File: src/rtl/osnt_ipif_reg_bank_pkg.sv
// ---------------------------------------------------------------------------
// osnt_ipif_pkg
// Shared definitions for the IPIF register bank.
//   state_t         access FSM encoding (IDLE/DECODE/ACK/WAIT)
//   UNMAPPED_RDATA  value returned by a read of an unmapped offset
//   offset_evt()    word offset of the sticky event register, which sits
//                   directly after the RW and RO blocks
//   be_to_mask()    expands 4 byte enables into a 32-bit bit mask
// ---------------------------------------------------------------------------
package osnt_ipif_pkg;

  typedef enum logic [1:0] {
    ST_IDLE   = 2'd0,
    ST_DECODE = 2'd1,
    ST_ACK    = 2'd2,
    ST_WAIT   = 2'd3
  } state_t;

  localparam logic [31:0] UNMAPPED_RDATA = 32'hDEAD_BEEF;

  function automatic int offset_evt(input int num_rw, input int num_ro);
    return num_rw + num_ro;
  endfunction

  function automatic logic [31:0] be_to_mask(input logic [3:0] be);
    logic [31:0] mask;
    mask = '0;
    for (int b = 0; b < 4; b++) begin
      mask[8*b +: 8] = {8{be[b]}};
    end
    return mask;
  endfunction

endpackage

File: src/rtl/osnt_ipif_reg_bank_if.sv
// ---------------------------------------------------------------------------
// osnt_ipif_reg_bank_if
// IPIF strobe bundle between the AXI-Lite-to-IPIF bridge and a register bank.
//   Bus2IP_Addr/CS/RNW/Data/BE   bridge -> bank request
//   IP2Bus_Data/RdAck/WrAck/Error bank -> bridge response
// Modports: master = bridge side, slave = register-bank side.
// ---------------------------------------------------------------------------
interface osnt_ipif_reg_bank_if #(
  parameter int ADDR_W = 32,
  parameter int DATA_W = 32
) ();

  logic [ADDR_W-1:0]   Bus2IP_Addr;
  logic                Bus2IP_CS;
  logic                Bus2IP_RNW;
  logic [DATA_W-1:0]   Bus2IP_Data;
  logic [DATA_W/8-1:0] Bus2IP_BE;
  logic [DATA_W-1:0]   IP2Bus_Data;
  logic                IP2Bus_RdAck;
  logic                IP2Bus_WrAck;
  logic                IP2Bus_Error;

  modport master (
    output Bus2IP_Addr, Bus2IP_CS, Bus2IP_RNW, Bus2IP_Data, Bus2IP_BE,
    input  IP2Bus_Data, IP2Bus_RdAck, IP2Bus_WrAck, IP2Bus_Error
  );

  modport slave (
    input  Bus2IP_Addr, Bus2IP_CS, Bus2IP_RNW, Bus2IP_Data, Bus2IP_BE,
    output IP2Bus_Data, IP2Bus_RdAck, IP2Bus_WrAck, IP2Bus_Error
  );

endinterface

File: src/rtl/osnt_ipif_reg_bank_w1c.sv
// ---------------------------------------------------------------------------
// osnt_w1c_reg
// 32-bit sticky event register with write-1-to-clear.
//   clk, rst  clock, asynchronous active-high reset (clears q)
//   set_vec   per-bit set pulses, OR-ed in every cycle
//   clr_en    qualifies a W1C write this cycle
//   clr_vec   write data; a 1 clears the bit
//   be        byte enables gating clr_vec
//   q         register contents
// A set and a clear on the same bit in the same cycle leave the bit set.
// ---------------------------------------------------------------------------
module osnt_w1c_reg
  import osnt_ipif_pkg::*;
(
  input  logic        clk,
  input  logic        rst,
  input  logic [31:0] set_vec,
  input  logic        clr_en,
  input  logic [31:0] clr_vec,
  input  logic [3:0]  be,
  output logic [31:0] q
);

  logic [31:0] q_reg;
  logic [31:0] q_next;
  logic [31:0] clr_mask;

  assign clr_mask = clr_en ? (clr_vec & be_to_mask(be)) : 32'h0;
  // Clear first, then OR the set vector so a coincident set wins.
  assign q_next   = (q_reg & ~clr_mask) | set_vec;

  always_ff @(posedge clk or posedge rst) begin
    if (rst) q_reg <= '0;
    else     q_reg <= q_next;
  end

  assign q = q_reg;

endmodule

File: src/rtl/osnt_ipif_reg_bank.sv
// ---------------------------------------------------------------------------
// osnt_ipif_reg_bank
// Register bank sitting behind the AXI-Lite-to-IPIF bridge.
//   Bus2IP_Clk    single clock
//   Bus2IP_Reset  asynchronous active-high reset
//   bus           IPIF request/response bundle (slave side)
//   rw_regs       C_NUM_RW control registers, reg k at [32k+31:32k]
//   ro_regs       C_NUM_RO status inputs, sampled in the decode cycle
//   evt_set       sticky event set pulses
//   evt_status    sticky event register (W1C at offset C_NUM_RW+C_NUM_RO)
// Each CS assertion yields exactly one single-cycle RdAck or WrAck two
// cycles after CS is first seen; the FSM then waits for CS to drop.
// ---------------------------------------------------------------------------
module osnt_ipif_reg_bank
  import osnt_ipif_pkg::*;
#(
  parameter int                            C_S_AXI_DATA_WIDTH = 32,
  parameter int                            C_S_AXI_ADDR_WIDTH = 32,
  parameter logic [C_S_AXI_ADDR_WIDTH-1:0] C_BASEADDR         = 32'h0000_0000,
  parameter logic [C_S_AXI_ADDR_WIDTH-1:0] C_HIGHADDR         = 32'h0000_0FFF,
  parameter int                            C_NUM_RW           = 8,
  parameter int                            C_NUM_RO           = 8,
  parameter logic [31:0]                   C_RW_RESET         = 32'h0000_0000
) (
  input  logic                  Bus2IP_Clk,
  input  logic                  Bus2IP_Reset,
  osnt_ipif_reg_bank_if.slave   bus,
  output logic [32*C_NUM_RW-1:0] rw_regs,
  input  logic [32*C_NUM_RO-1:0] ro_regs,
  input  logic [31:0]           evt_set,
  output logic [31:0]           evt_status
);

  localparam int AW = C_S_AXI_ADDR_WIDTH;
  localparam int DW = C_S_AXI_DATA_WIDTH;
  localparam logic [AW-1:0] EVT_OFF = AW'(offset_evt(C_NUM_RW, C_NUM_RO));

  // ---------------- FSM ----------------
  state_t state_reg;
  state_t state_next;

  always_ff @(posedge Bus2IP_Clk or posedge Bus2IP_Reset) begin
    if (Bus2IP_Reset) state_reg <= ST_IDLE;
    else              state_reg <= state_next;
  end

  always_comb begin
    state_next = state_reg;
    case (state_reg)
      ST_IDLE:   if (bus.Bus2IP_CS) state_next = ST_DECODE;
      ST_DECODE: state_next = ST_ACK;
      ST_ACK:    state_next = ST_WAIT;
      // Hold here until the bridge releases CS so one request gets one ack.
      ST_WAIT:   if (!bus.Bus2IP_CS) state_next = ST_IDLE;
      default:   state_next = ST_IDLE;
    endcase
  end

  // ---------------- Address decode ----------------
  // The extra MSB of the difference is the borrow: set when Addr < BASE.
  logic [AW:0]   addr_diff;
  logic [AW-1:0] off;
  logic          in_range;

  assign addr_diff = {1'b0, bus.Bus2IP_Addr} - {1'b0, C_BASEADDR};
  assign off       = addr_diff[AW-1:0] >> 2;
  assign in_range  = !addr_diff[AW] && (bus.Bus2IP_Addr <= C_HIGHADDR);

  logic [C_NUM_RW-1:0] rw_sel;
  logic                evt_hit;
  logic                mapped;
  logic [DW-1:0]       rd_mux;

  always_comb begin
    rw_sel  = '0;
    evt_hit = 1'b0;
    mapped  = 1'b0;
    rd_mux  = UNMAPPED_RDATA;
    if (in_range) begin
      for (int k = 0; k < C_NUM_RW; k++) begin
        if (off == AW'(k)) begin
          rw_sel[k] = 1'b1;
          mapped    = 1'b1;
          rd_mux    = rw_regs[32*k +: 32];
        end
      end
      for (int k = 0; k < C_NUM_RO; k++) begin
        if (off == AW'(C_NUM_RW + k)) begin
          mapped = 1'b1;
          rd_mux = ro_regs[32*k +: 32];
        end
      end
      if (off == EVT_OFF) begin
        evt_hit = 1'b1;
        mapped  = 1'b1;
        rd_mux  = evt_status;
      end
    end
  end

  // ---------------- Request capture (DECODE cycle) ----------------
  logic                rnw_reg;
  logic                err_reg;
  logic                evt_sel_reg;
  logic [C_NUM_RW-1:0] rw_sel_reg;
  logic [DW-1:0]       wdata_reg;
  logic [3:0]          be_reg;
  logic [DW-1:0]       rd_data_reg;

  always_ff @(posedge Bus2IP_Clk or posedge Bus2IP_Reset) begin
    if (Bus2IP_Reset) begin
      rnw_reg     <= 1'b0;
      err_reg     <= 1'b0;
      evt_sel_reg <= 1'b0;
      rw_sel_reg  <= '0;
      wdata_reg   <= '0;
      be_reg      <= '0;
      rd_data_reg <= '0;
    end else if (state_reg == ST_DECODE) begin
      rnw_reg     <= bus.Bus2IP_RNW;
      err_reg     <= !mapped;
      evt_sel_reg <= evt_hit;
      rw_sel_reg  <= rw_sel;
      wdata_reg   <= bus.Bus2IP_Data;
      be_reg      <= bus.Bus2IP_BE;
      // Only reads update the return data, so it holds between read acks.
      if (bus.Bus2IP_RNW) rd_data_reg <= rd_mux;
    end
  end

  // ---------------- Response ----------------
  logic ack_cycle;
  logic wr_commit;

  assign ack_cycle = (state_reg == ST_ACK);
  assign wr_commit = ack_cycle && !rnw_reg;

  assign bus.IP2Bus_RdAck = ack_cycle && rnw_reg;
  assign bus.IP2Bus_WrAck = ack_cycle && !rnw_reg;
  assign bus.IP2Bus_Error = ack_cycle && err_reg;
  assign bus.IP2Bus_Data  = rd_data_reg;

  // ---------------- RW registers ----------------
  // rw_sel_reg is all-zero for RO, EVT and unmapped offsets, so those
  // writes never touch this array.
  logic [31:0] wmask;
  assign wmask = be_to_mask(be_reg);

  genvar gi;
  generate
    for (gi = 0; gi < C_NUM_RW; gi++) begin : g_rw
      logic [31:0] word_reg;
      always_ff @(posedge Bus2IP_Clk or posedge Bus2IP_Reset) begin
        if (Bus2IP_Reset)
          word_reg <= C_RW_RESET;
        else if (wr_commit && rw_sel_reg[gi])
          word_reg <= (word_reg & ~wmask) | (wdata_reg & wmask);
      end
      assign rw_regs[32*gi +: 32] = word_reg;
    end
  endgenerate

  // ---------------- Sticky event register ----------------
  osnt_w1c_reg u_evt (
    .clk     (Bus2IP_Clk),
    .rst     (Bus2IP_Reset),
    .set_vec (evt_set),
    .clr_en  (wr_commit && evt_sel_reg),
    .clr_vec (wdata_reg),
    .be      (be_reg),
    .q       (evt_status)
  );

endmodule
File: src/flat_wrapper.sv
// flat-port wrapper written by rule: the top's interface ports become plain ports
module osnt_ipif_reg_bank_flat import osnt_ipif_pkg::*;
#(
  parameter int                            C_S_AXI_DATA_WIDTH = 32,
  parameter int                            C_S_AXI_ADDR_WIDTH = 32,
  parameter logic [C_S_AXI_ADDR_WIDTH-1:0] C_BASEADDR         = 32'h0000_0000,
  parameter logic [C_S_AXI_ADDR_WIDTH-1:0] C_HIGHADDR         = 32'h0000_0FFF,
  parameter int                            C_NUM_RW           = 8,
  parameter int                            C_NUM_RO           = 8,
  parameter logic [31:0]                   C_RW_RESET         = 32'h0000_0000
)
  (Bus2IP_Clk, Bus2IP_Reset, rw_regs, ro_regs, evt_set, evt_status, bus_Bus2IP_Addr, bus_Bus2IP_CS, bus_Bus2IP_RNW, bus_Bus2IP_Data, bus_Bus2IP_BE, bus_IP2Bus_Data, bus_IP2Bus_RdAck, bus_IP2Bus_WrAck, bus_IP2Bus_Error);
  osnt_ipif_reg_bank_if bus_i ();
  input  logic Bus2IP_Clk;
  input  logic Bus2IP_Reset;
  output logic [32*C_NUM_RW-1:0] rw_regs;
  input  logic [32*C_NUM_RO-1:0] ro_regs;
  input  logic [31:0] evt_set;
  output logic [31:0] evt_status;
  input wire logic [$bits(bus_i.Bus2IP_Addr)-1:0] bus_Bus2IP_Addr;
  input wire logic [$bits(bus_i.Bus2IP_CS)-1:0] bus_Bus2IP_CS;
  input wire logic [$bits(bus_i.Bus2IP_RNW)-1:0] bus_Bus2IP_RNW;
  input wire logic [$bits(bus_i.Bus2IP_Data)-1:0] bus_Bus2IP_Data;
  input wire logic [$bits(bus_i.Bus2IP_BE)-1:0] bus_Bus2IP_BE;
  output wire logic [$bits(bus_i.IP2Bus_Data)-1:0] bus_IP2Bus_Data;
  output wire logic [$bits(bus_i.IP2Bus_RdAck)-1:0] bus_IP2Bus_RdAck;
  output wire logic [$bits(bus_i.IP2Bus_WrAck)-1:0] bus_IP2Bus_WrAck;
  output wire logic [$bits(bus_i.IP2Bus_Error)-1:0] bus_IP2Bus_Error;
  assign bus_i.Bus2IP_Addr = bus_Bus2IP_Addr;
  assign bus_i.Bus2IP_CS = bus_Bus2IP_CS;
  assign bus_i.Bus2IP_RNW = bus_Bus2IP_RNW;
  assign bus_i.Bus2IP_Data = bus_Bus2IP_Data;
  assign bus_i.Bus2IP_BE = bus_Bus2IP_BE;
  assign bus_IP2Bus_Data = bus_i.IP2Bus_Data;
  assign bus_IP2Bus_RdAck = bus_i.IP2Bus_RdAck;
  assign bus_IP2Bus_WrAck = bus_i.IP2Bus_WrAck;
  assign bus_IP2Bus_Error = bus_i.IP2Bus_Error;
  osnt_ipif_reg_bank #(.C_S_AXI_DATA_WIDTH(C_S_AXI_DATA_WIDTH), .C_S_AXI_ADDR_WIDTH(C_S_AXI_ADDR_WIDTH), .C_BASEADDR(C_BASEADDR), .C_HIGHADDR(C_HIGHADDR), .C_NUM_RW(C_NUM_RW), .C_NUM_RO(C_NUM_RO), .C_RW_RESET(C_RW_RESET)) u_core (.Bus2IP_Clk(Bus2IP_Clk), .Bus2IP_Reset(Bus2IP_Reset), .bus(bus_i), .rw_regs(rw_regs), .ro_regs(ro_regs), .evt_set(evt_set), .evt_status(evt_status));
endmodule
File: config.mk
export PLATFORM = sky130hd
export DESIGN_NAME = osnt_ipif_reg_bank_flat
export DESIGN_NICKNAME = d
export VERILOG_FILES = /design/src/rtl/osnt_ipif_reg_bank_pkg.sv /design/src/rtl/osnt_ipif_reg_bank_if.sv /design/src/rtl/osnt_ipif_reg_bank_w1c.sv /design/src/rtl/osnt_ipif_reg_bank.sv /design/src/flat_wrapper.sv
export SDC_FILE = /design/constraint.sdc
export NUM_CORES = 1
export LEC_CHECK = 0
export ABC_CLOCK_PERIOD_IN_PS = 14700
export BUFFER_PORTS_ARGS = -buffer_cell sky130_fd_sc_hd__buf_2
export CORE_AREA = 4 4 260 262
export DETAILED_ROUTE_END_ITERATION = 10
export DIE_AREA = 0 0 264 266
export PLACE_DENSITY = 0.62
export SYNTH_ARGS = -nofsm -noshare
export SYNTH_HDL_FRONTEND = slang
export SYNTH_HIERARCHICAL = 1
export SYNTH_SLANG_ARGS = --single-unit
File: constraint.sdc
create_clock -name Bus2IP_Clk -period 14.7 [get_ports Bus2IP_Clk]
set_clock_uncertainty 0.2 [all_clocks]
set_input_delay 1.47 -clock Bus2IP_Clk [delete_from_list [all_inputs] [get_ports Bus2IP_Clk]]
set_output_delay 1.47 -clock Bus2IP_Clk [all_outputs]
set_load 0.05 [all_outputs]
==> results of run 1 <==
==> final timing paths <==
path,startpoint,end,cells past startpoint,slack (ns)
max,bus_Bus2IP_Addr[23],u_core/bus.IP2Bus_Data[5]$_DFFE_PP0P_,12,9.46
min,u_core/u_evt/q[24]$_DFF_PP0_,u_core/u_evt/q[24]$_DFF_PP0_,1,0.30
max reg2reg,u_core/state_reg[1]$_DFFE_PP0P_,u_core/bus.IP2Bus_Data[12]$_DFFE_PP0P_,8,11.59
min reg2reg,u_core/u_evt/q[24]$_DFF_PP0_,u_core/u_evt/q[24]$_DFF_PP0_,1,0.30
max in group asynchronous,Bus2IP_Reset,asynchronous set/reset pin,5,10.73
min in group asynchronous,Bus2IP_Reset,u_core/be_reg[2]$_DFFE_PP0N_,2,0.72
==> critical path, delay by kind of cell <==
| kind | cells | cell delay, ns |
|---|---|---|
| compound gates | 3 | 0.80 |
| buf+inv | 4 | 1.20 |
| simple gates | 5 | 1.98 |
==> power groups by stage <==
stage	sequential (µW)	combinational, µW	clock (µW)
after global routing	1440	822	1200
final	1430	790	1140
after floorplan	1520	297	0
after CTS	1420	789	1160
after detailed placement	1430	786	0
after global placement	1420	775	0
==> area by class of cell <==
cell class              count  area [µm²]
diodes                     21        52.6
clock buffers              65        1300
clock inverters            17         203
fillers                  6677       40100
inverters                  17        71.3
multi-input cells        1290        9500
flip-flops and latches    369        9230
well taps                 864        1080
repair buffers            735        3820
==> kinds of logic after synthesis <==
group	count (synthesis)	synth area share [%]
buffers and inverters	131	3.15
AOI/OAI and AO/OA	502	17.0
and+or+nand+nor	448	11.8
DFF	369	47.8
adders and majority gates	5	0.324
muxes	335	19.9
==> cell usage in the layout (no fill, tap or decap), types with 8 or more instances in the layout <==
master,Yosys,layout
buf_2,29,679
dfrtp_1,369,369
mux2_2,309,309
nand2_1,117,117
nor2_1,118,116
o21ai_0,111,111
a21oi_1,107,107
nand3_1,64,64
o22ai_1,64,64
buf_4,5,56
clkbuf_16,0,45
nor3_1,36,34
a21o_1,34,34
a22oi_1,29,29
a221oi_1,28,28
diode_2,0,21
o221ai_1,20,20
nor4_1,18,18
mux2i_1,17,17
inv_1,16,14
o211ai_1,14,14
nand4_1,13,13
a211oi_1,13,13
or3_1,12,12
and2_1,11,11
clkbuf_8,0,10
clkbuf_1,68,10
a31oi_1,10,10
o21ai_1,10,10
mux4_2,9,9
nor2b_1,9,8
==> per-layer routing <==
metal,wire length (µm),global-route usage [%],vias up
li1,-,-,8132
met1,47100,42.0,10225
met2,55600,52.7,1495
met3,12900,9.54,330
met4,6390,14.1,10
met5,67,0,-
==> through the flow <==
stage	util, %	area (µm²)
2_1_floorplan	-	19300
3_3_place_gp	36.3	23700
3_5_place_dp	36.3	23700
4_1_cts	38.6	25200
5_1_grt	38.6	25200
6_report	38.6	25300
==> flow_summary.toml, run 1 <==
[drt]
drtPass1Iterations = 6
num_vias = 20192
routed_wl_um = 122000
wire_per_inst_um = 36.1
drc_errors = 0
drt_iter0_drc = 2716
postRouteAntennaNets = 0
avgViaCountPerCell = 5.98

[pwr]
pwr-share-comb_pct = 23.5
p_int_uw = 2040
p_seq_share_pct = 42.6
total_leakage_power_uw = 0.0124
power.switching_uw = 1320
peakVddDrop_v = 0.0000872
clkPwrFrac_pct = 33.9
sw_frac_of_total_pct = 39.2
total_power_uw = 3360
power_density_mw_per_mm2 = 133

[placed_design]
dp_slack_ns = 8.90
dp_hpwl_um = 93600
place_inst = 3275
io_buffer_count = 680
place_congestion = 0.979

[clocking]
cts_buffers = 45
clk_pin_slew_ns = 0.06
htree_levels = 2
cts_tree = "done"
clock_path_buffers = 3
clk_latency_ns = 0.60
cts.hold.buffers_added = 0
cts.sinks = 369
cts-root-buf = "clkbuf_16"
cts_setup_buffers = 0
cts-resized-gates = 0

[final_layout]
final_cells = 3378
drive_above_1_share_pct = 47.2
nNetsFinal = 2823
area_growth_pct = 30.8

[timing]
drv_slew = 0
tightest_slew_ns = 1.16
holdWs_ns = 0.302
setup_slack_ns = 9.46
setup-violations-final = 0
maxSlewHeadroom_pct = 22.4
hold_viol = 0
period_share_pct = 35.7
period_needed_ns = 5.24
grt_setup_unrepaired = "false"
fin_tns_setup_ns = 0
max_freq_mhz = 191

[setup_path]
worstPathArrival_ns = 5.51
cpMaxStageDelayCell = "nor4_2"
path_cells = "buf_2 > nor4_2 > nand4_1 > buf_4 > nor4_4 > buf_4 > nand2_1 > buf_4 > o21ai_0 > nor3_1 > a2111oi_2 > o21ai_1"
startpoint_type = "input port"
cp_common_cell = "buf_4"
end_kind = "flop"
path_max_fanout = 20
path_class = "input port to flop"
worstPathRequired_ns = 14.96
worst_path_largest_cell_delay_ns = 0.69

[yosys]
netlist.area_leader.share_pct = 47.8
synthCells = 1790
avgSynthCellArea_um2 = 10.8
synth_cell_types = 81
synth_ff_type = "dfrtp_1"
yosys-top-cells-area = "dfrtp_1 48%, mux2_2 18%, o21ai_0 2.9%"
synth_edf_count = 0
ys_async_sr_fraction_pct = 100
synth_seq_cells = 369
syn_nets = 2155
yosys_warnings = 6
synth_top_area_cell = "dfrtp_1"
yosysMostFrequentCell = "dfrtp_1"
yosysSeqAreaShare_pct = 47.8
syn-cell-area_mm2 = 0.0193
synth_commonest_cells = "369 x dfrtp_1, 309 x mux2_2, 118 x nor2_1"

[global_routing]
track_usage_pct = 33.0
grt_pass1_wl_um = 165000
antenna_found_initial = 47
grt_pass1_vias = 20002
grt_max_degree = 98
overflow = 0

[floorplan]
ios = 683
die_h_um = 266
core_mm2 = 0.0654
start_util_pct = 29.5
die_area_mm2 = 0.0702
die_x_um = 264
rows = 94

[run_status]
status = "finished, final reports clean"

[run]
max_cap_violations = 0

[min_path]
hp-class = "flop to flop"
No activity file was read; power rests on OpenSTA's default activity.
==> run 2, diff against run 1 <==
- ABC_CLOCK_PERIOD_IN_PS: 14700 -> 4500
- PLACE_DENSITY: 0.62 -> 0.64
- clock period: 14.7 -> 4.5 ns (I/O delays scaled with it)
==> flow_summary.toml, run 2 (synthesis gave the netlist of run 1 again) <==
[global_routing]
grt_pass1_vias = 20110
antenna_found_initial = 57
overflow = 0
grt_max_degree = 107
grt_pass1_wl_um = 165000
track_usage_pct = 33.1

[timing]
drv_slew = 0
grt_setup_unrepaired = "false"
maxSlewHeadroom_pct = 44.4
period_share_pct = 76.2
tightest_slew_ns = 0.832
setup-violations-final = 0
period_needed_ns = 3.43
max_freq_mhz = 292
hold_viol = 0

[clocking]
clk_latency_ns = 0.60
cts_tree = "done"
cts-root-buf = "clkbuf_16"
cts_setup_buffers = 0
htree_levels = 2
cts.hold.buffers_added = 87
cts-resized-gates = 0
clk_pin_slew_ns = 0.06
clock_path_buffers = 3
cts.sinks = 369
cts_buffers = 44

[placed_design]
post_dp_cell_area_mm2 = 0.0241
io_buffer_count = 680
place_congestion = 0.924
dp_hpwl_um = 95700
place_inst = 3324

[final_layout]
most-common-layout-cells = "679 x buf_2, 369 x dfrtp_1, 309 x mux2_2"
seqCellArea_mm2 = 0.00923
final_cells = 3523
final_common_cell = "buf_2"
drive_above_1_share_pct = 46.7
nFillCells = 6586
area_growth_pct = 37.7
nNetsFinal = 2958
multi_input_area_mm2 = 0.00950
final_cell_area_mm2 = 0.0266
fin_util_pct = 40.7

[setup_path]
path_max_fanout = 12
startpoint = "bus_Bus2IP_Addr[29]"
startpoint_type = "input port"
cpMaxStageDelayCell = "or4_4"
cp_common_cell = "nor2_2"
path_cells = "buf_2 > or4_4 > nor2_2 > nand4_1 > nor2_2 > buf_4 > nand2_1 > nand3_1 > a221oi_1 > dlygate4sd3_1 > a21oi_1"
worst_path_largest_cell_delay_ns = 0.59
worstPathArrival_ns = 3.75
worstPathRequired_ns = 4.82
path_class = "input port to flop"
end_kind = "flop"
r2r_start = "u_core/state_reg[1]$_DFFE_PP0P_"

[floorplan]
die_h_um = 266
die_area_mm2 = 0.0702
die_x_um = 264
ios = 683
start_util_pct = 29.5
core_mm2 = 0.0654
rows = 94

[min_path]
hp-class = "input port to flop"
worst_hold_startpoint = "ro_regs[207]"

[drt]
routed_wl_um = 122000
wire_per_inst_um = 34.5
avgViaCountPerCell = 5.82
num_vias = 20495
drtPass1Iterations = 6
drt_iter0_drc = 2439
postRouteAntennaNets = 0
drc_errors = 0

[pwr]
total_leakage_power_uw = 0.0130
peakVddDrop_v = 0.000365
power_density_mw_per_mm2 = 421

[run_status]
status = "finished, final reports clean"

[run]
max_cap_violations = 0
-- run 2: metal layers --
metal  track usage (%)  up-vias  routed length, µm
li1                  -     8422                  -
met1              42.6    10304              47400
met2              52.4     1438              54900
met3              9.69      319              12800
met4              14.2       12               6490
met5                 0        -                 62
-- run 2: metrics by stage --
| stage | setup slack (ns) | TNS [ns] | hold WS (ns) | total power, µW |
|---|---|---|---|---|
| after floorplan | -0.655 | -220.59 | 0.243 | 5930 |
| after global placement | 0.602 | 0 | 0.280 | 7230 |
| after CTS | 1.14 | 0 | 0.00122 | 11200 |
| final | 1.07 | 0 | 0.0240 | 11200 |
| after detailed placement | 0.568 | 0 | 0.286 | 7270 |
| after global routing | 0.963 | 0 | 0.0302 | 11500 |
-- run 2: report_power, final --
group	total (µW)	switching [µW]	internal (µW)
Combinational	2640	1770	872
Clock	3880	1580	2310
Sequential	4690	968	3720
-- run 2: worst paths after layout --
path	endpoint	depth (start not counted)	slack (ns)
worst max-delay path	u_core/bus.IP2Bus_Data[31]$_DFFE_PP0P_	11	1.07
worst min-delay path	u_core/bus.IP2Bus_Data[15]$_DFFE_PP0P_	4	0.02
worst max register to register	u_core/bus.IP2Bus_Data[17]$_DFFE_PP0P_	9	1.48
worst min register to register	u_core/bus.IP2Bus_Data[5]$_DFFE_PP0P_	2	0.30
max in group asynchronous	u_core/wdata_reg[23]$_DFFE_PP0N_	4	2.50
min in group asynchronous	asynchronous set/reset pin	3	0.37
-- run 2: worst max-delay path: cells and delay by family --
kind | cells | cell delay, ns
and+or+nand+nor | 6 | 2.16
buffers and inverters | 3 | 0.95
AOI/OAI and AO/OA | 2 | 0.17
-- run 2: layout make-up --
cell class	count	area share [%]
Timing Repair Buffer	871	19.1
Inverter	17	0.254
Antenna cell	34	0.320
Sequential cell	369	34.7
Clock inverter	21	1.15
Multi-Input combinational cell	1290	35.7
Tap cell	864	4.06
Clock buffer	57	4.66
